### src/rtl/bank_write_arbiter_pkg.sv
// Shared definitions for the spectrogram sample-memory write side.
// Contents:
//   - default widths and depth for the two-bank sample memory
//   - bank-select constants (also used by the readout FSM)
//   - write-side FSM state enum
//   - small helper returning the opposite bank
package bank_write_arbiter_pkg;

  localparam int DEFAULT_DATA_W = 16;
  localparam int DEFAULT_DEPTH  = 200;
  localparam int DEFAULT_IDX_W  = 8;
  localparam int DEFAULT_CNT_W  = 16;

  localparam logic BANK0 = 1'b0;
  localparam logic BANK1 = 1'b1;

  typedef enum logic [1:0] {
    IDLE  = 2'd0,
    WRITE = 2'd1,
    STALL = 2'd2
  } wr_state_e;

  function automatic logic other_bank(input logic b);
    return ~b;
  endfunction

endpackage

### src/rtl/bank_write_arbiter_occupancy.sv
// bank_occupancy: two occupancy flags, one per memory bank.
// A flag is set when its bank is handed to readout and cleared when readout
// releases it. A set and a release of the same bank in one cycle keep the
// bank occupied.
// Ports:
//   clk, reset  - clock, synchronous active-high reset
//   set_en      - hand the bank selected by set_bank to readout
//   set_bank    - bank being handed over
//   release0/1  - readout finished with bank 0 / bank 1
//   occ         - registered occupancy flags, occ[b] for bank b
module bank_occupancy
  import bank_write_arbiter_pkg::*;
(
  input  logic       clk,
  input  logic       reset,
  input  logic       set_en,
  input  logic       set_bank,
  input  logic       release0,
  input  logic       release1,
  output logic [1:0] occ
);

  logic [1:0] occ_d;
  logic [1:0] occ_q;

  // Next occupancy: set has priority over release; releasing a free bank is a no-op.
  always_comb begin
    occ_d = occ_q;
    if (set_en && (set_bank == BANK0)) begin
      occ_d[0] = 1'b1;
    end else if (release0) begin
      occ_d[0] = 1'b0;
    end else begin
      occ_d[0] = occ_q[0];
    end
    if (set_en && (set_bank == BANK1)) begin
      occ_d[1] = 1'b1;
    end else if (release1) begin
      occ_d[1] = 1'b0;
    end else begin
      occ_d[1] = occ_q[1];
    end
  end

  // Occupancy flag register.
  always_ff @(posedge clk) begin
    if (reset) begin
      occ_q <= 2'b00;
    end else begin
      occ_q <= occ_d;
    end
  end

  assign occ = occ_q;

endmodule

### src/rtl/bank_write_arbiter.sv
// bank_write_arbiter: write-side controller of the ping-pong spectrogram
// sample memory. Streams acquisition samples into the free bank, hands full or
// partially filled banks to the readout FSM and drops samples while both banks
// are occupied.
// Ports:
//   clk, reset             - clock, synchronous active-high reset
//   ae_active              - acoustic emission in progress (level)
//   sample_valid/data      - one-cycle sample strobe and its value
//   release_bank0/1        - readout finished with a bank (pulse)
//   we, wr_addr, wr_data   - registered memory write port, wr_addr = {bank, idx}
//   bank0_full/bank1_full  - pulse with the write that filled the bank
//   memorization_completed - pulse when an emission ends in a partial bank
//   idx_final              - last index written in that partial bank (held)
//   bank                   - current write bank
//   overflow, drop_cnt     - sticky drop flag and saturating drop counter
//   busy                   - FSM in WRITE or STALL
module bank_write_arbiter
  import bank_write_arbiter_pkg::*;
#(
  parameter int DATA_W = DEFAULT_DATA_W,
  parameter int DEPTH  = DEFAULT_DEPTH,
  parameter int IDX_W  = DEFAULT_IDX_W,
  parameter int CNT_W  = DEFAULT_CNT_W
) (
  input  logic              clk,
  input  logic              reset,
  input  logic              ae_active,
  input  logic              sample_valid,
  input  logic [DATA_W-1:0] sample_data,
  input  logic              release_bank0,
  input  logic              release_bank1,
  output logic              we,
  output logic [IDX_W:0]    wr_addr,
  output logic [DATA_W-1:0] wr_data,
  output logic              bank0_full,
  output logic              bank1_full,
  output logic              memorization_completed,
  output logic [IDX_W-1:0]  idx_final,
  output logic              bank,
  output logic              overflow,
  output logic [CNT_W-1:0]  drop_cnt,
  output logic              busy
);

  localparam logic [IDX_W-1:0] IDX_LAST = IDX_W'(DEPTH - 1);
  localparam logic [IDX_W-1:0] IDX_ZERO = {IDX_W{1'b0}};
  localparam logic [CNT_W-1:0] CNT_MAX  = {CNT_W{1'b1}};

  wr_state_e         state_q, state_d;
  logic              bank_q, bank_d;
  logic [IDX_W-1:0]  idx_q, idx_d;
  logic              we_q, we_d;
  logic [IDX_W:0]    wr_addr_q, wr_addr_d;
  logic [DATA_W-1:0] wr_data_q, wr_data_d;
  logic              bank0_full_q, bank0_full_d;
  logic              bank1_full_q, bank1_full_d;
  logic              mem_done_q, mem_done_d;
  logic [IDX_W-1:0]  idx_final_q, idx_final_d;
  logic              overflow_q, overflow_d;
  logic [CNT_W-1:0]  drop_cnt_q, drop_cnt_d;

  logic       accept_s;
  logic       full_s;
  logic       complete_s;
  logic       drop_s;
  logic [1:0] occ_s;
  logic [1:0] rel_s;
  logic       cur_free_s;
  logic       nxt_free_s;

  assign rel_s = {release_bank1, release_bank0};

  // A bank counts as free if it is unoccupied or being released this cycle,
  // so a release coinciding with a hand-over does not strand the FSM in STALL.
  assign cur_free_s = ~occ_s[bank_q] | rel_s[bank_q];
  assign nxt_free_s = ~occ_s[other_bank(bank_q)] | rel_s[other_bank(bank_q)];

  bank_occupancy u_occ (
    .clk      (clk),
    .reset    (reset),
    .set_en   (full_s | complete_s),
    .set_bank (bank_q),
    .release0 (release_bank0),
    .release1 (release_bank1),
    .occ      (occ_s)
  );

  // State and registered-output flops.
  always_ff @(posedge clk) begin
    if (reset) begin
      state_q      <= IDLE;
      bank_q       <= BANK0;
      idx_q        <= IDX_ZERO;
      we_q         <= 1'b0;
      wr_addr_q    <= {(IDX_W + 1){1'b0}};
      wr_data_q    <= {DATA_W{1'b0}};
      bank0_full_q <= 1'b0;
      bank1_full_q <= 1'b0;
      mem_done_q   <= 1'b0;
      idx_final_q  <= IDX_ZERO;
      overflow_q   <= 1'b0;
      drop_cnt_q   <= {CNT_W{1'b0}};
    end else begin
      state_q      <= state_d;
      bank_q       <= bank_d;
      idx_q        <= idx_d;
      we_q         <= we_d;
      wr_addr_q    <= wr_addr_d;
      wr_data_q    <= wr_data_d;
      bank0_full_q <= bank0_full_d;
      bank1_full_q <= bank1_full_d;
      mem_done_q   <= mem_done_d;
      idx_final_q  <= idx_final_d;
      overflow_q   <= overflow_d;
      drop_cnt_q   <= drop_cnt_d;
    end
  end

  // Next-state logic plus the per-cycle event strobes that drive the datapath.
  always_comb begin
    state_d    = state_q;
    accept_s   = 1'b0;
    full_s     = 1'b0;
    complete_s = 1'b0;
    drop_s     = 1'b0;
    case (state_q)
      IDLE: begin
        if (ae_active) begin
          state_d = cur_free_s ? WRITE : STALL;
        end else begin
          state_d = IDLE;
        end
      end
      WRITE: begin
        // A sample is taken before ae_active is looked at, so a full write
        // coinciding with the end of the emission is processed as full.
        if (sample_valid) begin
          accept_s = 1'b1;
          if (idx_q == IDX_LAST) begin
            full_s  = 1'b1;
            state_d = nxt_free_s ? WRITE : STALL;
          end else begin
            state_d = WRITE;
          end
        end else if (!ae_active) begin
          // idx = 0 here means the bank just switched on a full event.
          complete_s = (idx_q != IDX_ZERO);
          state_d    = IDLE;
        end else begin
          state_d = WRITE;
        end
      end
      STALL: begin
        drop_s = sample_valid;
        if (!ae_active) begin
          state_d = IDLE;
        end else if (cur_free_s) begin
          state_d = WRITE;
        end else begin
          state_d = STALL;
        end
      end
      default: begin
        state_d = IDLE;
      end
    endcase
  end

  // Datapath: write port, bank/index bookkeeping, handshake pulses, drop stats.
  always_comb begin
    bank_d       = bank_q;
    idx_d        = idx_q;
    we_d         = 1'b0;
    wr_addr_d    = wr_addr_q;
    wr_data_d    = wr_data_q;
    bank0_full_d = 1'b0;
    bank1_full_d = 1'b0;
    mem_done_d   = 1'b0;
    idx_final_d  = idx_final_q;
    overflow_d   = overflow_q;
    drop_cnt_d   = drop_cnt_q;

    if (accept_s) begin
      we_d      = 1'b1;
      wr_addr_d = {bank_q, idx_q};
      wr_data_d = sample_data;
      if (full_s) begin
        bank0_full_d = (bank_q == BANK0);
        bank1_full_d = (bank_q == BANK1);
        bank_d       = other_bank(bank_q);
        idx_d        = IDX_ZERO;
      end else begin
        idx_d = idx_q + IDX_W'(1);
      end
    end else if (complete_s) begin
      mem_done_d  = 1'b1;
      idx_final_d = idx_q - IDX_W'(1);
      bank_d      = other_bank(bank_q);
      idx_d       = IDX_ZERO;
    end else if ((state_q != WRITE) && (state_d == WRITE)) begin
      idx_d = IDX_ZERO;
    end else begin
      idx_d = idx_q;
    end

    if (drop_s) begin
      overflow_d = 1'b1;
      if (drop_cnt_q != CNT_MAX) begin
        drop_cnt_d = drop_cnt_q + CNT_W'(1);
      end else begin
        drop_cnt_d = drop_cnt_q;
      end
    end else begin
      overflow_d = overflow_q;
      drop_cnt_d = drop_cnt_q;
    end
  end

  // Output decode: ports follow the flops, busy is decoded from state.
  always_comb begin
    we                     = we_q;
    wr_addr                = wr_addr_q;
    wr_data                = wr_data_q;
    bank0_full             = bank0_full_q;
    bank1_full             = bank1_full_q;
    memorization_completed = mem_done_q;
    idx_final              = idx_final_q;
    bank                   = bank_q;
    overflow               = overflow_q;
    drop_cnt               = drop_cnt_q;
    case (state_q)
      WRITE:   busy = 1'b1;
      STALL:   busy = 1'b1;
      IDLE:    busy = 1'b0;
      default: busy = 1'b0;
    endcase
  end

endmodule

### config.mk
export PLATFORM = sky130hd
export DESIGN_NAME = bank_write_arbiter
export DESIGN_NICKNAME = d
export VERILOG_FILES = /design/src/rtl/bank_write_arbiter_pkg.sv /design/src/rtl/bank_write_arbiter_occupancy.sv /design/src/rtl/bank_write_arbiter.sv
export SDC_FILE = /design/constraint.sdc
export NUM_CORES = 1
export LEC_CHECK = 0
export ABC_AREA = 0
export BUFFER_PORTS_ARGS = -buffer_cell sky130_fd_sc_hd__buf_2
export CAP_MARGIN = 10
export CORE_UTILIZATION = 53
export CTS_CLUSTER_DIAMETER = 150
export DETAILED_ROUTE_END_ITERATION = 16
export PLACE_DENSITY = 0.84
export SYNTH_ARGS = -nofsm -noshare
export SYNTH_HDL_FRONTEND = slang
export SYNTH_HIERARCHICAL = 1
export SYNTH_SLANG_ARGS = --single-unit
### constraint.sdc
create_clock -name clk -period 2.6 [get_ports clk]
set_input_delay 0.65 -clock clk [delete_from_list [all_inputs] [get_ports clk]]
set_output_delay 0.65 -clock clk [all_outputs]
set_load 0.02 [all_outputs]
==> out/qor.txt <==
Reg2Reg Depth: 6
CP max-delay cell: nor4b_1
worst-path fanout max: 10
layout cells sized above 1: 25.51%
Worst path max stage delay: 0.39 ns
worst-margin pin slew: 0.5381 ns
global-route wire length before repair: 11.61 mm
total number of yosys warnings: 6
initial antenna violation count: 0
status: finished, final reports clean
Routed WL: 6.921 mm
Syn Nets: 395
CTS buffer count: 9
Cell Area, Placed: 3476 sq um
Post-Synth Simple-Gate Area: 26.37%
final std cells w/o fill: 511
post-CTS sizing: 0
Reg2Reg Setup Slack: 0.57 ns
largest net degree at the start of global routing: 31
Row Count: 27
vias in the first global route: 2581
Pleak: 1.482 nW
max capacitance violation total: 0
Gate Count Post-Synth: 365
Iter 0 DRT Violations: 150
fillers: 465
Post-synth EDFFs: 0
async set-or-reset flop fraction in the synthesized netlist: 0%
# hold bufs at CTS: 0
Initial Utilization: 55.49%
Design Power: 1.950 mW
RSZ-0062 raised after global routing: false
Worst-Skew Late Latency: 0.34 ns
Setup Skew: 0.005381 ns
core area: 5540 sq um
Buf/Inv on CP: 1
WL/cell: 13.54 microns
hold path depth: 2
WP data required: 2.83 ns
Reg-to-Reg Start: state_q[0]
Synth Area in XOR/XNOR: 1.994%
H-tree level count: 3
clock tree buffer depth: 2
mux cell area share after synthesis: 2.768%
largest family of logic cells by synthesized area: simple AND/OR/NAND/NOR gates
delay-heaviest family, CP: simple AND/OR/NAND/NOR gates
crit path time final: 2.035 ns
r2r endpoint: drop_cnt[13]
final setup vio count: 0
via count: 2847
hold crit path type: reg2reg
compound-gate portion of the synthesized area: 16.28%
dominant synthesized flop cell: dfxtp_1
Rel. slew slack: 63.79%
post-synth top area cell: dfxtp_1
Max VDD drop: 274.1 uV
area grow syn2layout: 18.52%
cells along the critical path: inv_1, ha_1, and2_1, nand4_1, nor4b_1, mux2_2
via/cell ratio: 5.571
CTS Root Cell: clkbuf_8
Worst Hold Slack: 0.4536 ns
drt drc: 0
DIE WIDTH: 78.16 microns
sequential share of the synthesized area: 43.63%
most area-consuming cells after synthesis: dfxtp_1 44%, nand2_1 8.1%, a21oi_1 6.2%
Placed Instances: 497
ratio of final minimum period to clock period: 78.26%
cell area after layout: 3643 sq um
die area: 6109 sq um
Placer Congestion: 0.8391
CP Launch Type: flop
diode count: 0
Synth Area in Adders: 3.256%
post-synth top area share: 43.63%
TritonCTS clock tree: built
Global Route Usage Sum: 23.93%
final slew viol count: 0
Setup Buffers After CTS: 0
I/O Pins: 78
Die H: 78.16 microns
Fmax achieved: 491.5 MHz
grt total ovfl: 0
Nets: 466
Final Hold Fails: 0
mapped cell area: 3074 sq um
CP Capture Type: flop
crit path DAT: 2.27 ns
Worst-path clk slew: 0.07 ns
Hold Path End: wr_addr[8]
number of routed nets with antenna violations: 0
CP Launch Point: state_q[0]
Final TNS setup: 0 ns
kind of critical path: reg2reg
synth unique cells: 54
Multi-input gate area: 1558 sq um
Sequential Area: 1341 sq um
Pre-Repair DR Iteration Count: 5
PwrDens: 535.2 nW/um^2
# clock sinks: 67
HPWL after DPL: 4.780 mm
Seq cells post-synth: 67
PortBufs: 77
origin of the worst min-delay path: wr_addr[8]
mean post-synth cell area: 8.422 sq um
cell type report:
cell class | instances | share of cell area, %
Clock buffer | 12 | 4.258
Multi-Input combinational cell | 261 | 42.75
Tap cell | 72 | 2.473
Timing Repair Buffer | 84 | 12.02
Clock inverter | 2 | 0.3434
Inverter | 13 | 1.339
Sequential cell | 67 | 36.81
worst register-to-register path, cell delays in order (launching register included):
cell	delay, ns
dfxtp_1	0.34
inv_1	0.08
ha_1	0.23
and2_1	0.19
nand4_1	0.33
nor4b_1	0.39
mux2_2	0.37
flip-flops by register name, indices dropped and copies added (netlist names), 2 cells and up:
register,cells
idx_q,8
state_q,2
idx_final,8
wr_addr,9
u_occ/occ,2
drop_cnt,16
wr_data,16
report_power, final:
| group | switching [mW] | leakage [nW] | internal, mW |
|---|---|---|---|
| combinational | 0.0904 | 0.856 | 0.0513 |
| clock | 0.373 | 0.0843 | 0.386 |
| sequential | 0.00843 | 0.541 | 1.04 |
synth_stat cells (4+ instances only):
cell type  count
a211oi_2       4
a21oi_1       38
buf_1          6
buf_6          4
clkbuf_1       9
dfxtp_1       67
ha_1           8
inv_1         13
mux2i_1        4
nand2_1       66
nand2b_1       6
nand3_1        7
nand3b_1       4
nand4_1        9
nor2_1        19
nor2b_1        6
nor3_1         6
nor4_1         5
o21ai_0        9
o31ai_1        5
or3_1          7
or4_1          7
xnor2_1        6
stage by stage:
stage,util (%),worst slack (ns)
final,65.76,0.5653
after global routing,65.76,0.2951
after CTS,65.76,0.5635
after detailed placement,62.74,0.4027
after global placement,62.74,0.4533
after floorplan,-,0.5580
cell usage in the layout (no fill, tap or decap), types with 4 or more instances in the layout:
master | Yosys | routed
nand3_1 | 7 | 7
a21oi_1 | 38 | 38
nand2b_1 | 6 | 6
nor3_1 | 6 | 6
clkbuf_8 | 0 | 11
buf_2 | 3 | 77
o21ai_0 | 9 | 9
o31ai_1 | 5 | 5
xnor2_1 | 6 | 6
nand2_1 | 66 | 66
mux2i_1 | 4 | 4
or3_1 | 7 | 7
buf_4 | 0 | 7
nor2_1 | 19 | 19
nand3b_1 | 4 | 4
ha_1 | 8 | 8
a211oi_2 | 4 | 4
nor2b_1 | 6 | 6
or4_1 | 7 | 7
dfxtp_1 | 67 | 67
nor4_1 | 5 | 5
nand4_1 | 9 | 9
inv_1 | 13 | 13
logic make-up after synthesis:
kind of cell | count (synthesis)
AOI/OAI and AO/OA | 78
xor gates and xnor gates | 7
adders and majority gates | 8
buffers and inverters | 37
DFF | 67
muxes | 8
and+or+nand+nor | 160
worst max-delay path by stage:
stage	endpoint	slack, ns	cells after the start
final	drop_cnt[13]	0.57	6
after global routing	drop_cnt[13]	0.30	6
after CTS	drop_cnt[13]	0.56	6
after detailed placement	drop_cnt[13]	0.40	5
after global placement	drop_cnt[13]	0.45	5
after floorplan	idx_q[5]	0.56	5
routing by layer:
layer  vias up  wire length (microns)  share of wire (%)  track usage (%)
met4         0                    184                2.7            13.52
met1      1312                   2970                 43            29.42
li1       1425                      -                  -                -
met2        88                   3429                 50            38.60
met5         -                      0                  0                0
met3        22                    336                4.9            5.349
Note: power is estimated with default switching activity, not from simulation.
